===== src/rtl/divider_rate_ctrl.sv =====
// divider_rate_ctrl: divide counter sequencer (idle/free-run/single-step) with
// boundary-synchronised terminal-count updates, divided clock and tick outputs.
module divider_rate_ctrl #(
  parameter int WIDTH         = 26,
  parameter int DEFAULT_COUNT = 100
) (
  input  logic             clk_in,
  input  logic             rst,
  input  logic             start,
  input  logic             stop,
  input  logic             step,
  input  logic             cfg_valid,
  input  logic [WIDTH-1:0] cfg_count,
  output logic             cfg_ready,
  output logic             tick,
  output logic             clk_out,
  output logic             running
);
  typedef enum logic [1:0] {IDLE, RUN, STEP} state_t;
  state_t state, state_n;
  logic [WIDTH-1:0] count, count_n, active, active_n, pending, pending_n;
  logic pending_valid, pending_valid_n, tick_n, clk_out_n, term, apply;
  assign term      = state != IDLE && count == active;
  // a stop on the terminal edge defers the update to the following idle edge
  assign apply     = pending_valid && (state == IDLE || (term && !stop));
  assign cfg_ready = !pending_valid;
  assign running   = state != IDLE;
  always_comb begin
    state_n         = state;
    count_n         = '0;
    tick_n          = 1'b0;
    clk_out_n       = clk_out;
    active_n        = apply ? pending : active;
    pending_n       = pending;
    pending_valid_n = apply ? 1'b0 : pending_valid;
    if (cfg_valid && cfg_ready) begin
      pending_n       = cfg_count;
      pending_valid_n = 1'b1;
    end
    case (state)
      IDLE: state_n = stop ? IDLE : start ? RUN : step ? STEP : IDLE;
      default:
        if (stop) state_n = IDLE;
        else begin
          count_n   = term ? '0 : count + 1'b1;
          tick_n    = term;
          clk_out_n = term ? ~clk_out : clk_out;
          state_n   = start ? RUN : (state == STEP && term) ? IDLE : state;
        end
    endcase
  end
  always_ff @(posedge clk_in) begin
    if (!rst) begin
      state         <= IDLE;
      count         <= '0;
      active        <= WIDTH'(DEFAULT_COUNT);
      pending       <= '0;
      pending_valid <= 1'b0;
      tick          <= 1'b0;
      clk_out       <= 1'b0;
    end else begin
      state         <= state_n;
      count         <= count_n;
      active        <= active_n;
      pending       <= pending_n;
      pending_valid <= pending_valid_n;
      tick          <= tick_n;
      clk_out       <= clk_out_n;
    end
  end
endmodule


===== config.mk =====
export PLATFORM = sky130hd
export DESIGN_NAME = divider_rate_ctrl
export DESIGN_NICKNAME = d
export VERILOG_FILES = /design/src/rtl/divider_rate_ctrl.sv
export SDC_FILE = /design/constraint.sdc
export NUM_CORES = 1
export LEC_CHECK = 0
export CORE_MARGIN = 2
export CORE_UTILIZATION = 35
export DETAILED_ROUTE_END_ITERATION = 6
export REMOVE_ABC_BUFFERS = 1
export SYNTH_ARGS = -nofsm -noshare
export SYNTH_HDL_FRONTEND = slang
export SYNTH_SLANG_ARGS = --single-unit
export TNS_END_PERCENT = 20

===== constraint.sdc =====
create_clock -name clk_in -period 1.8 [get_ports clk_in]
set_input_delay 0.18 -clock clk_in [delete_from_list [all_inputs] [get_ports clk_in]]
set_output_delay 0.18 -clock clk_in [all_outputs]
set_load 0.02 [all_outputs]

Yosys cells after proc, flatten, opt, wreduce, memory -nomap -nowiden
Cells that the tools add are included.
{"block": "word_totals", "ff_bits": 83, "in_bits": 32, "output_inout_bits": 4, "word_cells": 38}
{"block": "classes", "add_sub_neg": 1, "n_eq_ne": 2, "muxes": 9, "n_bitwise": 4, "reduce_logical": 15}
{"op": "adder 26 x 1 -> 26 bit, second input constant", "count": 1}
{"op": "== test 26 bit", "count": 1}
{"op": "2-to-1 mux 2 bit", "count": 7}
{"op": "logical AND 1 bit", "count": 5}
{"op": "NOT 1 bit", "count": 4}
{"op": "nonzero test 2 bit", "count": 2}
{"op": "nonzero test 4 bit", "count": 1}
{"op": "OR reduction 4 bit", "count": 1}
{"op": "AND reduction 3 bit", "count": 1}
{"op": "OR reduction 3 bit", "count": 1}
{"op": "== test 2 bit, second input constant", "count": 1}
{"op": "zero test 1 bit", "count": 2}
{"op": "zero test 2 bit", "count": 1}
{"op": "2-to-1 mux 1 bit", "count": 2}
{"op": "logical OR 1 bit", "count": 1}

Longest topological paths before layout
Gate-level depths: netlist of the first run.
{"block": "depth", "word_depth": 7, "depth_mapped": 8}

Worst setup path before layout of the first run
OpenSTA, ideal clock, no wires.
{"block": "synth_timing", "path_type": "register -> register", "startpoint": "register count[6]", "endpoint": "register active[0]", "arrival_ns": 1.673, "t_required_ns": 1.728, "path_slack_ns": 0.055, "path_stages_with_launch": 8, "path_buffers": 2, "synth_period_minus_slack_ns": 1.745, "path_cell_list": "dfxtp_1 xnor2_1 nand4_1 nor4_2 a32o_2 buf_6 buf_12 mux2i_1"}
{"block": "synth_via", "elab_chain_len": 5}
{"element": "start: declaration", "line": "21", "source": "logic [WIDTH-1:0] count, count_n, active, active_n, pending, pending_n;"}
{"element": "start signal: assignment", "line": "63", "source": "count <= count_n;"}
{"element": "== test 26 bit", "line": "23", "source": "assign term = state != IDLE && count == active;"}
{"element": "logical AND 1 bit", "line": "23"}
{"element": "logical AND 1 bit", "line": "25", "source": "assign apply = pending_valid && (state == IDLE || (term && !stop));"}
{"element": "logical OR 1 bit", "line": "25"}
{"element": "logical AND 1 bit", "line": "25"}
{"element": "end signal: assignment", "line": "56", "source": "active <= WIDTH'(DEFAULT_COUNT);"}
{"element": "end signal: assignment", "line": "64", "source": "active <= active_n;"}
{"element": "end: declaration", "line": "21"}
No other way between the ends.
A chain may end at the register's enable or synchronous reset.

Worst setup path in the final report of the first run
{"block": "layout_timing", "startpoint": "register active[6]", "endpoint": "register active[5]"}
{"block": "layout_via", "elab_chain_len": 5}
{"element": "== test 26 bit", "line": "23"}
{"element": "logical AND 1 bit", "line": "23"}
{"element": "logical AND 1 bit", "line": "25"}
{"element": "logical OR 1 bit", "line": "25"}
{"element": "logical AND 1 bit", "line": "25"}
No other way between the ends.

==> impl_metrics.tcl, run 1 <==
set metrics [dict create \
    cts.sinks 83 \
    drv_slew 0 \
    synth_top_family_by_area "simple AND/OR/NAND/NOR gates" \
    yosys_warnings 0 \
    diodes 0 \
    critPathKind "reg2reg" \
    place.gp.congestion 0.863 \
    seqPwrFrac 0.520 \
    cp_top_family "simple AND/OR/NAND/NOR gates" \
    clk_latency_ns 0.35 \
    max_freq_mhz 570 \
    drt_iter0_markers 153 \
    path_clk_slew_ns 0.08 \
    ir_worst_vdd_uv 311 \
    vias_per_cell 4.60 \
    final_cell_mix "nand2_1 (110), dfxtp_1 (75), nor2_1 (34), clkdlybuf4s50_1 (34), xnor2_1 (32)" \
    n_fill_cell 1049 \
    p_switching_uw 841 \
    critPathMaxStageDelay_ns 0.36 \
    ctsHoldBuffers 0 \
    drv_cap 0 \
    worst_pin_slew_ns 0.307 \
    first_pass_iters 4 \
    required_ns 2.08 \
    track_usage 0.146 \
    synthToLayoutAreaGrowth_pct 24.0 \
    cts_buffers 9 \
    async_flop_share 0 \
    status "complete, no violations" \
    arrival_ns 2.03 \
    fin_area_mm2 0.00457 \
    ys_ff_latch 83 \
    hp-start "rst" \
    cell_internal_pwr_uw 2870 \
    skew_ns 0.0132 \
    synth.mux.area_fraction 0.0733 \
    synth_area_leaders "dfxtp_1 (45%), nand2_1 (11%), xnor2_1 (7.6%), mux2i_1 (7.3%), a21boi_0 (5.3%)" \
    route.detailed.drc 0 \
    syn_area_mm2 0.00369 \
    root_buffer "clkbuf_8" \
    fin_crit_ns 1.76 \
    hold_path.class "in2reg" \
    drtAntennaViolNets 0 \
    crit_buf_inv 1 \
    io_pins 36 \
    finalCritPeriodShare 0.975 \
    yosys.area.top_type "dfxtp_1" \
    place_area_mm2 0.00434 \
    io_buffers 35 \
    clock_power_share 0.384 \
    synth_compound_area_frac 0.0672 \
    synth_top_area_frac 0.451 \
    relSlewSlack 0.794 \
    rsz0062_at_grt "true" \
    synthDistinctLibCells 33 \
    ctsLongestPathBuffers 2 \
    synth-adder-area-share 0.00339 \
    hold_viol_final 0 \
    p_leak_uw 0.00164 \
    detail_route.wl_per_cell_um 12.4 \
    ys.flop_type "dfxtp_1" \
    hold_ws_ns 0.223 \
    fin_nets 506 \
    r2r_slack_ns 0.04 \
    routed_wl_mm 7.61 \
    die-height_um 107 \
    synth_cells 420 \
    p_comb_frac 0.097 \
    die_area_mm2 0.0114 \
    r2r_start "active[6]" \
    grt_pass1_wl_mm 13.2 \
    cpMaxStageDelayCell "nor4_2" \
    gr-usage-met3 0.0340 \
    final_common_cell "nand2_1" \
    grt_start_max_net_pins 82 \
    core_area_mm2 0.0103 \
    rows 37 \
    synth_edf_count 0 \
    synthSimpleGateAreaFrac 0.246 \
    layout-drive-gt1-share 0.134 \
    finalSetupViolCount 0 \
    gr-usage-met1 0.198 \
    die_w_um 107 \
    startpoint "active[6]" \
    synth_xor_area_frac 0.116 \
    initial_core_util 0.359 \
    grt_pass1_vias 2715 \
    path_max_fanout 14 \
    synth.yosys.seq_area_share 0.451 \
    post-dp-hpwl_mm 5.34 \
    power_density_mw_per_mm2 812 \
    vias 2821 \
    switching_share 0.227 \
    antenna_found_initial 0 \
    grt_overflow_total 0 \
    worstPathCellList "xnor2_1 -> nand4_1 -> nor4_2 -> a32o_2 -> buf_12 -> mux2i_1" \
    cp-start-kind "flip-flop" \
    cts.htree.levels 3 \
    grt.met2_usage 0.227 \
    critPathCaptureType "flip-flop" \
    busiest_layer "met2" \
    avgSynthCellArea_um2 8.78 \
    cts_tree "done" \
]
## path summary, 6_finish.rpt
kind	cells past startpoint	to
worst max-delay path	6	active[5]
worst min-delay path	3	state[0]
worst max register to register	6	active[5]
worst min register to register	2	active[9]
## cells in the mapped netlist (3+ instances only)
master	instances
nand2_1	110
dfxtp_1	83
nor2_1	34
xnor2_1	32
mux2i_1	27
a21boi_0	26
xor2_1	17
clkbuf_1	16
nand4_1	14
nand3_1	7
nor2b_1	7
a21oi_1	4
and3_1	4
and4_1	4
nor3_1	4
and2_1	3
inv_1	3
## state kept, by name, indices dropped and copies added, names as in the netlist
name,cells
pending_valid,1
pending,26
state,2
active,26
tick,1
clk_out,1
count,26
## tightest hold or removal path, cell delays in order
cell and delay [ns]:
buf_2 0.14, nand2b_1 0.15, nor2_1 0.06
## metal layers
| layer | wire length, µm | vias to the layer above | share of wire |
|---|---|---|---|
| met5 | 0 | - | 0 |
| met4 | 117 | 0 | 0.015 |
| met3 | 246 | 10 | 0.032 |
| met2 | 3450 | 42 | 0.45 |
| met1 | 3800 | 1291 | 0.50 |
| li1 | - | 1478 | - |
## area by class of cell
class | count | area (µm²) | area share
timing repair buffer | 66 | 628 | 0.137
inverter | 3 | 11.3 | 0.00246
sequential | 83 | 1670 | 0.366
tap | 136 | 170 | 0.0372
clock inverter | 1 | 30.0 | 0.00657
multi-input combinational | 310 | 1880 | 0.411
clock buffer | 14 | 183 | 0.0400
## power groups by stage
stage	logic, µW	clock network [µW]	registers (µW)
6_report	358	1420	1930
5_1_grt	400	1550	1940
4_1_cts	365	1460	1930
3_5_place_dp	364	0	1970
3_3_place_gp	355	0	1970
2_1_floorplan	174	0	1960
## repair_timing
| action | 4_1_cts | 5_1_grt |
|---|---|---|
| setup buffers | 0 | 0 |
| setup endpoints to repair | 1 | 49 |
| gates cloned | 0 | 0 |
| gates resized for setup | 1 | 9 |
## kinds of logic after synthesis
family                   after synthesis
AND/OR/NAND/NOR                      199
flip-flops                            83
XOR/XNOR                              49
AO/OA/AOI/OAI                         34
buffers and inverters                 27
multiplexers                          27
adder cells (fa/ha/maj)                1
## stage by stage
step | std cells | setup WS, ns | util | TNS (ns) | total power [µW]
after floorplan | 396 | -0.227 | - | -6.05 | 2140
after global placement | 598 | 0.0635 | 0.422 | 0 | 2330
after detailed placement | 598 | 0.00883 | 0.422 | 0 | 2340
after CTS | 613 | 0.0127 | 0.443 | 0 | 3750
after global routing | 613 | -0.0702 | 0.445 | -0.803 | 3890
final | 613 | 0.0446 | 0.445 | 0 | 3710
Power figures use the tool's default switching activity.
==> run 2: changes to the inputs <==
--- a/config.mk
+++ b/config.mk
@@ -5,9 +5,12 @@
 export SDC_FILE = /design/constraint.sdc
 export NUM_CORES = 1
 export LEC_CHECK = 0
+export ABC_AREA = 1
+export CORE_ASPECT_RATIO = 1.5
 export CORE_MARGIN = 2
-export CORE_UTILIZATION = 35
+export CORE_UTILIZATION = 52
 export DETAILED_ROUTE_END_ITERATION = 6
+export PLACE_DENSITY = 0.76
 export REMOVE_ABC_BUFFERS = 1
 export SYNTH_ARGS = -nofsm -noshare
 export SYNTH_HDL_FRONTEND = slang
==> run 2 against run 1 <==
Against the previous run: via count rose by 31%; critical endpoint is now count[24]; clock-buffer cell count fell by 2; synthesized area rose by 7.1%; fmax rose by 1.4%; combinational power rose by 70%; global-route usage rose by 7.6 points; final area rose by 9.2%; register-to-register slack improved by 0.02 ns.
==> impl_metrics.tcl, run 2 <==
set metrics [dict create \
    status "complete, no violations" \
    cts.sinks 83 \
    clock_power_share 0.339 \
    rows 38 \
    synth_area_leaders "dfxtp_1 (42%), nand2_1 (12%), inv_1 (7.8%), nor2_1 (7.5%), a21oi_1 (7.2%)" \
    skew_ns 0.00797 \
    power_density_mw_per_mm2 791 \
    multi_input_area_mm2 0.00196 \
    final_common_cell "nand2_1" \
    drt_iter0_markers 166 \
    hold_viol_final 0 \
    vias 3699 \
    vias_per_cell 4.99 \
    switching_share 0.268 \
    final_cell_mix "nand2_1 (123), inv_1 (79), nor2_1 (73)" \
    antenna_found_initial 0 \
    path_clk_slew_ns 0.08 \
    fin_crit_ns 1.73 \
    synth.yosys.seq_area_share 0.421 \
    grt_pass1_vias 3435 \
    core_area_mm2 0.00732 \
    clk_latency_ns 0.36 \
    io_buffers 35 \
    required_ns 2.06 \
    finalCritPeriodShare 0.962 \
    cts_tree "done" \
    die_area_mm2 0.00832 \
    detail_route.wl_per_cell_um 12.5 \
    synth_cells 586 \
    critPathMaxStageDelay_ns 0.50 \
    first_pass_iters 4 \
    reg2reg_depth 6 \
    worst_pin_slew_ns 0.569 \
    cts_buffers 9 \
    ctsLongestPathBuffers 2 \
    r2r_start "count[19]" \
    cts.htree.levels 3 \
    p_leak_uw 0.00210 \
    avgSynthCellArea_um2 6.74 \
    track_usage 0.223 \
    post-dp-hpwl_mm 6.19 \
    die-height_um 111 \
    cp_num_cells 6 \
    yosys.area.top_type "dfxtp_1" \
    fin_area_mm2 0.00499 \
    startpoint "count[19]" \
    ir_worst_vdd_uv 583 \
    max_freq_mhz 577 \
    synthToLayoutAreaGrowth_pct 26.3 \
    die_w_um 75.2 \
    relSlewSlack 0.618 \
    tns_ns 0 \
    place_area_mm2 0.00447 \
    diodes 0 \
    crit_buf_inv 1 \
    cpMaxStageDelayCell "nor3_1" \
    worstPathCellList "inv_1 -> nor3_1 -> nand3_1 -> nand3b_1 -> o21ai_1 -> a21oi_1" \
    critPathKind "reg2reg" \
    root_buffer "clkbuf_8" \
    power_uw 3950 \
    grt_pass1_wl_mm 14.7 \
    synthDistinctLibCells 33 \
    routed_wl_mm 9.29 \
    drtAntennaViolNets 0 \
    finalSetupViolCount 0 \
    place.gp.congestion 0.901 \
    r2r_slack_ns 0.07 \
    cp-start-kind "flip-flop" \
    path_max_fanout 5 \
    p_comb_frac 0.154 \
    grt_start_max_net_pins 55 \
    synth_edf_count 0 \
    critPathCaptureType "flip-flop" \
    syn_area_mm2 0.00395 \
    setup_ws_ns 0.0680 \
    layout-drive-gt1-share 0.183 \
    grt_overflow_total 0 \
    drv_slew 0 \
    timing.rr.end "count[24]" \
    register_area_mm2 0.00170 \
    route.detailed.drc 0 \
    fin_nets 669 \
    synth_most_common_cell "nand2_1" \
    cp-endpoint "count[24]" \
    synth_top_cells_by_count "nand2_1 (129), dfxtp_1 (83), inv_1 (82)" \
    seqPwrFrac 0.507 \
    synth_top_area_frac 0.421 \
    reg.largest.list "active: 26 flops, count: 26 flops, pending: 26 flops" \
    dpl_worst_slack_ns 0.0325 \
    rsz0062_at_grt "true" \
    drv_cap 0 \
    hold_path.class "in2reg" \
    cell_internal_pwr_uw 2890 \
    initial_core_util 0.539 \
    ys.flop_type "dfxtp_1" \
    n_fill_cell 676 \
    arrival_ns 1.99 \
    yosys_warnings 0 \
    io_pins 36 \
    async_flop_share 0 \
    cp_top_family "simple AND/OR/NAND/NOR gates" \
    p_switching_uw 1060 \
    ys_ff_latch 83 \
]
[run 2: cell types whose count changed after synthesis, sizes merged, moves of 23 or more]
cell | previous run | this run
nor2 | 34 | 85
a21oi | 4 | 57
xnor2 | 32 | 0
nand2 | 110 | 133
a21boi | 26 | 0
inv | 3 | 89
nand3 | 7 | 38
mux2i | 27 | 0
o21ai | 2 | 31
[run 2: cells by family after synthesis]
logic type / after synthesis / share of synthesized area
AND/OR/NAND/NOR: 285 / 0.313
XOR/XNOR: 10 / 0.0222
AO/OA/AOI/OAI: 93 / 0.120
buffers and inverters: 114 / 0.120
flip-flops: 83 / 0.421
adder cells (fa/ha/maj): 1 / 0.00317
[run 2: worst min-delay path: cells and delay by family]
| kind | cells | cell delay [ns] |
|---|---|---|
| compound gates | 1 | 0.06 |
| buf+inv | 1 | 0.40 |
| simple gates | 1 | 0.06 |
[run 2: through the flow]
stage / std cells / hold slack [ns] / utilization
floorplan: 561 / 0.264 / -
global route: 741 / 0.399 / 0.681
CTS: 733 / 0.377 / 0.637
finish: 741 / 0.383 / 0.681
detailed placement: 717 / 0.445 / 0.610
global placement: 717 / 0.440 / 0.610
[run 2: worst min path at each step]
| stage | startpoint | endpoint | slack (ns) | cells after the start |
|---|---|---|---|---|
| floorplan | rst | active[2] | 0.26 | 1 |
| global placement | pending[10] | pending[10] | 0.44 | 2 |
| detailed placement | pending[13] | pending[13] | 0.45 | 2 |
| CTS | step | state[1] | 0.38 | 3 |
| global route | step | state[1] | 0.40 | 3 |
| finish | step | state[1] | 0.38 | 3 |
[run 2: repair_timing]
| action | in CTS | in global routing |
|---|---|---|
| gates cloned | 0 | 5 |
| endpoints found under the hold margin | 0 | 0 |
| hold buffers | 0 | 0 |
| pin swaps | 0 | 11 |
| resized for setup | 1 | 67 |
| endpoints found under the setup margin | 1 | 46 |
| setup buffers | 0 | 3 |
[run 2: final cells by class]
type                    count  share of cell area
flip-flops and latches     83               0.341
well taps                 100              0.0251
multi-input cells         389               0.392
repair buffers             64               0.135
clock inverters             4              0.0100
clock buffers              12              0.0291
inverters                  89              0.0680
[run 2: per-layer routing]
| metal | share of wire | GRT usage |
|---|---|---|
| met2 | 0.51 | 0.367 |
| met3 | 0.031 | 0.0482 |
| met4 | 0.025 | 0.0936 |
| met5 | 0 | 0 |
| met1 | 0.44 | 0.272 |
[run 2: power by group through the flow]
stage                     clock (µW)  sequential, µW  combinational (µW)
after floorplan                    0            2040                 302
after CTS                       1360            2000                 507
after global routing            1430            2010                 687
after global placement             0            2040                 493
after detailed placement           0            2040                 506
final                           1340            2000                 608
